--- config.mk ---
export PLATFORM = sky130hd
export DESIGN_NAME = ifetch_ctrl
export DESIGN_NICKNAME = d
export VERILOG_FILES = /design/src/rtl/ifetch_ctrl_pkg.sv /design/src/rtl/ifetch_ctrl.sv
export SDC_FILE = /design/constraint.sdc
export NUM_CORES = 1
export LEC_CHECK = 0
export ABC_AREA = 1
export BUFFER_PORTS_ARGS = -buffer_cell sky130_fd_sc_hd__buf_2
export CAP_MARGIN = 10
export CORE_UTILIZATION = 30
export CTS_BUF_LIST = sky130_fd_sc_hd__clkbuf_2 sky130_fd_sc_hd__clkbuf_4 sky130_fd_sc_hd__clkbuf_8
export CTS_CLUSTER_SIZE = 28
export DETAILED_ROUTE_END_ITERATION = 10
export PLACE_DENSITY = 0.64
export SYNTH_ARGS = -nofsm -noshare
export SYNTH_HDL_FRONTEND = slang
export SYNTH_SLANG_ARGS = --single-unit
--- constraint.sdc ---
create_clock -name clk -period 1.95 [get_ports clk]
set_clock_uncertainty 0.05 [all_clocks]
set_input_delay 0.195 -clock clk [delete_from_list [all_inputs] [get_ports clk]]
set_output_delay 0.195 -clock clk [all_outputs]
set_load 0.02 [all_outputs]
--- src/rtl/ifetch_ctrl_pkg.sv ---
// Shared core package: fetch FSM state encoding and the default fault filler word.
package ifetch_ctrl_pkg;

    // state | meaning
    // IDLE  | first cycle after reset, nothing outstanding
    // REQ   | presenting pc_cur to instruction memory
    // WAIT  | one request accepted, response pending
    // HOLD  | instruction (or fault) buffered and offered to decode
    // DROP  | redirected while waiting; next response is stale
    // FLT   | fault consumed, parked until a redirect arrives
    typedef enum logic [2:0] {
        IDLE = 3'd0,
        REQ  = 3'd1,
        WAIT = 3'd2,
        HOLD = 3'd3,
        DROP = 3'd4,
        FLT  = 3'd5
    } ifetch_state_t;

    // addi x0, x0, 0
    localparam logic [31:0] NOP_INSTR_DEFAULT = 32'h0000_0013;

endpackage

--- src/rtl/ifetch_ctrl.sv ---
// Instruction fetch controller: one outstanding memory request, single-entry
// output buffer towards decode, redirect handling with stale-response drop,
// and an optional misaligned-PC fault path.
//
// state | meaning
// IDLE  | first cycle after reset, nothing outstanding
// REQ   | presenting pc_cur to instruction memory
// WAIT  | one request accepted, response pending
// HOLD  | instruction (or fault) buffered; if_valid high
// DROP  | redirected while waiting; next response is discarded
// FLT   | fault consumed, no fetching until a redirect
module ifetch_ctrl
    import ifetch_ctrl_pkg::*;
#(
    parameter bit          CHECK_ALIGN = 1'b1,
    parameter logic [31:0] NOP_INSTR   = NOP_INSTR_DEFAULT
) (
    input  logic        clk,
    input  logic        rst_n,
    input  logic [31:0] pc_cur,
    output logic        pc_en,
    output logic        pc_load,
    output logic [31:0] pc_in,
    input  logic        redirect_valid,
    input  logic [31:0] redirect_pc,
    output logic        imem_req_valid,
    input  logic        imem_req_ready,
    output logic [31:0] imem_req_addr,
    input  logic        imem_rsp_valid,
    input  logic [31:0] imem_rsp_data,
    output logic        if_valid,
    input  logic        if_ready,
    output logic [31:0] if_instr,
    output logic [31:0] if_pc,
    output logic        if_fault
);

    ifetch_state_t state, state_nxt;
    logic [31:0]   req_pc;
    logic          misaligned;
    logic          accept;
    logic          take_rsp;
    logic          take_fault;

    assign misaligned    = CHECK_ALIGN && (pc_cur[1:0] != 2'b00);
    assign imem_req_addr = pc_cur;
    assign pc_in         = redirect_pc;
    assign if_valid      = (state == HOLD);

    // State register.
    always_ff @(posedge clk) begin
        if (!rst_n) state <= IDLE;
        else        state <= state_nxt;
    end

    // Next-state decode plus memory request and PC register controls.
    always_comb begin
        state_nxt      = state;
        imem_req_valid = 1'b0;
        pc_en          = 1'b0;
        pc_load        = 1'b0;
        accept         = 1'b0;
        take_rsp       = 1'b0;
        take_fault     = 1'b0;
        case (state)
            IDLE: state_nxt = REQ;
            REQ: begin
                if (redirect_valid) begin
                    state_nxt = REQ;
                end else if (misaligned) begin
                    take_fault = 1'b1;
                    state_nxt  = HOLD;
                end else begin
                    imem_req_valid = 1'b1;
                    if (imem_req_ready) begin
                        accept    = 1'b1;
                        state_nxt = WAIT;
                    end
                end
            end
            WAIT: begin
                if (redirect_valid) begin
                    state_nxt = imem_rsp_valid ? REQ : DROP;
                end else if (imem_rsp_valid) begin
                    take_rsp  = 1'b1;
                    state_nxt = HOLD;
                end
            end
            HOLD: begin
                // A redirect kills the buffered instruction even if decode is ready.
                if (redirect_valid)  state_nxt = REQ;
                else if (if_ready)   state_nxt = if_fault ? FLT : REQ;
            end
            DROP: begin
                if (imem_rsp_valid) state_nxt = REQ;
            end
            FLT: begin
                if (redirect_valid) state_nxt = REQ;
            end
            default: state_nxt = IDLE;
        endcase
        if (redirect_valid) begin
            pc_load = 1'b1;
            pc_en   = 1'b1;
        end
        if (accept) pc_en = 1'b1;
        // Reset is synchronous, but the PC and memory controls must stay quiet
        // for the whole time rst_n is low, not just after the next edge.
        if (!rst_n) begin
            imem_req_valid = 1'b0;
            pc_en          = 1'b0;
            pc_load        = 1'b0;
        end
    end

    // Request PC capture and the output buffer towards decode.
    always_ff @(posedge clk) begin
        if (!rst_n) begin
            req_pc   <= '0;
            if_instr <= '0;
            if_pc    <= '0;
            if_fault <= 1'b0;
        end else begin
            if (accept) req_pc <= pc_cur;
            if (take_rsp) begin
                if_instr <= imem_rsp_data;
                if_pc    <= req_pc;
                if_fault <= 1'b0;
            end else if (take_fault) begin
                if_instr <= NOP_INSTR;
                if_pc    <= pc_cur;
                if_fault <= 1'b1;
            end
        end
    end

endmodule

==> impl_metrics.json <==
{
  "area_growth_pct": 21.63,
  "setup_viol": 0,
  "path_clk_slew_ns": 0.09,
  "cpMaxStageDelayCell": "dfxtp_1",
  "clockRootBuffer": "clkbuf_8",
  "grt.overflow.total": 0,
  "finalWorstSetupSlack_ns": 0.1866,
  "critPathRequiredTime_ns": 1.70,
  "ios": 235,
  "avgRoutedWirePerCell_um": 12.12,
  "num_vias": 4142,
  "first_iter_violations": 146,
  "fillers": 1560,
  "place.gp.congestion": 0.7328,
  "antenna_found_initial": 0,
  "cap_violations": 0,
  "rsz0062_at_grt": "false",
  "ys.warnings.count": 0,
  "avgSynthCellArea_um2": 7.353,
  "grt_max_degree": 54,
  "io_buffer_count": 170,
  "final_net_count": 846,
  "cpPeakStageDelay_ns": 0.34,
  "cts_buffers": 9,
  "end_kind": "primary output",
  "ir_drop_v": 0.0004743,
  "fin_crit_ns": 1.763,
  "ys_types": 27,
  "tritoncts": "done",
  "powerDensity_nw_per_um2": 807.8,
  "insertion_delay_ns": 0.38,
  "timing.final.crit_share_pct": 90.43,
  "drc": 18,
  "p_leak_uw": 0.002497,
  "syn-num-nets": 726,
  "whs_ns": 0.03813,
  "tightest_slew_ns": 0.5018,
  "hold_viol": 0,
  "syn_area_um2": 4588,
  "worstSetupPathType": "flop to primary output",
  "synth_area_leaders": "dfxtp_1, nand2_1, buf_4",
  "slew_headroom_pct": 66.54,
  "dieArea_um2": 15790,
  "fin_setup_tns_ns": 0,
  "status": "finished with violations",
  "drive_gt1_share_pct": 28.84,
  "core_um2": 14750,
  "die_x_um": 125.7,
  "maxSlewViolCount": 0,
  "clock_sinks": 100,
  "seq_area_frac_synth_pct": 43.63,
  "dieHeight_um": 125.7,
  "yosysTopAreaCell": "dfxtp_1",
  "avgViaCountPerCell": 4.439,
  "multiInputGateArea_um2": 1710,
  "ant_nets": 0,
  "final_core_util_pct": 37.82,
  "final-seq-area_um2": 2003,
  "cp_cell_sequence": "inv_2, nand2_2, nor3_4, nand2_1, nor2_1, buf_2",
  "post-dp-hpwl_um": 7450,
  "min_path_type": "input port to flop",
  "crit_fanout": 5,
  "grt_pass1_wl_um": 18110,
  "drt-pass1-iter-count": 11,
  "arrival_ns": 1.52,
  "fmax_mhz": 567.1,
  "grt_usage_pct": 14.55,
  "start_util_pct": 31.10,
  "rows": 44,
  "clk_path_buf_depth": 2,
  "routed_wl_um": 11310,
  "yosysTopAreaCellShare_pct": 43.63,
  "violations": "DRC",
  "n_antenna_cell": 0,
  "htree_levels": 3,
  "ys_seq_elements": 100,
  "grt_pass1_vias": 3659,
  "startpoint_type": "flop",
  "syn_inst": 624,
  "dp_slack_ns": 0.2518
}
worst max-delay path: cells and delay by family (launching register included):
kind / cells / cell delay (ns)
buffers and inverters: 2 / 0.31
flip-flops: 1 / 0.34
AND/OR/NAND/NOR: 4 / 0.48
logic make-up after synthesis:
| kind of cell | Yosys count | synth area share (%) |
|---|---|---|
| AND/OR/NAND/NOR | 219 | 19.72 |
| flip-flops | 100 | 43.63 |
| buffers and inverters | 147 | 19.39 |
| AO/OA/AOI/OAI | 158 | 17.26 |
per-stage QoR:
step | instance area (um^2) | total power (uW) | instances
after floorplan | 4588 | 2914 | 624
after global placement | 5057 | 3038 | 888
after detailed placement | 5057 | 3040 | 888
after CTS | 5567 | 4598 | 932
after global routing | 5580 | 4758 | 933
final | 5580 | 4508 | 933
metal layers:
metal  track usage, %  part of all wire (%)  up-vias
li1                 -                     -     2165
met1            17.21                    46     1834
met2            24.58                    47      137
met3            5.183                   6.6        6
met4            4.519                  0.57        0
met5                0                     0        -
worst paths after layout:
path,slack [ns],startpoint,depth (start not counted),endpoint
min reg2reg,0.39,req_pc[0]$_SDFFE_PN0P_,2,req_pc[0]$_SDFFE_PN0P_
max,0.19,state[1]$_SDFFE_PN0P_,6,imem_req_valid
max reg2reg,0.30,state[2]$_SDFFE_PN0P_,7,if_pc[16]$_SDFFE_PN0P_
min,0.04,imem_rsp_data[18],3,if_instr[18]$_SDFFE_PN0P_
flip-flops by register name, indices dropped and copies added, names as in the netlist:
name and flops:
req_pc 32, state 3, if_instr 32, if_pc 32, if_fault 1
cells in the mapped netlist:
cell type and count:
a21oi_1 90, a31oi_1 1, and2_1 1, buf_2 10, buf_4 73, buf_6 6, clkbuf_1 13, clkinv_2 1
dfxtp_1 100, inv_1 40, inv_2 3, inv_6 1, nand2_1 169, nand2_2 3, nand3_1 11, nand3_2 1
nand4_1 1, nor2_1 25, nor2_2 1, nor2_4 1, nor2_8 1, nor3_1 2, nor3_2 1, nor3_4 1
o21ai_0 39, o21ai_1 28, or2_2 1
power by group:
| part | internal (uW) | switching, uW | total, uW | leakage (uW) |
|---|---|---|---|---|
| sequential | 2140 | 53.4 | 2190 | 0.000810 |
| clock | 766 | 710 | 1480 | 0.000116 |
| combinational | 308 | 533 | 841 | 0.00157 |
| total | 3210 | 1300 | 4510 | 0.00250 |
timing repair:
item	CTS	global route
gates resized for setup	2	1
pin swaps	0	1
hold buffers	28	0
endpoints found under the setup margin	1	2
endpoints found under the hold margin	28	0
setup buffers	0	1
cell usage in the layout (no fill, tap or decap), types with 10 or more instances in the layout:
cell type / Yosys / layout
o21ai_1: 28 / 28
buf_4: 73 / 12
o21ai_0: 39 / 39
buf_2: 10 / 170
clkbuf_8: 0 / 10
nor2_1: 25 / 25
a21oi_1: 90 / 90
inv_1: 40 / 39
dlygate4sd3_1: 0 / 28
nand3_1: 11 / 11
dfxtp_1: 100 / 99
nand2_1: 169 / 169
layout make-up:
type	count	area share [%]
multi-input cells	377	30.65
well taps	184	4.126
clock buffers	11	2.601
clock inverters	5	1.345
inverters	45	3.139
flip-flops and latches	100	35.90
repair buffers	211	22.24
Note: power is estimated with default switching activity, not from simulation.
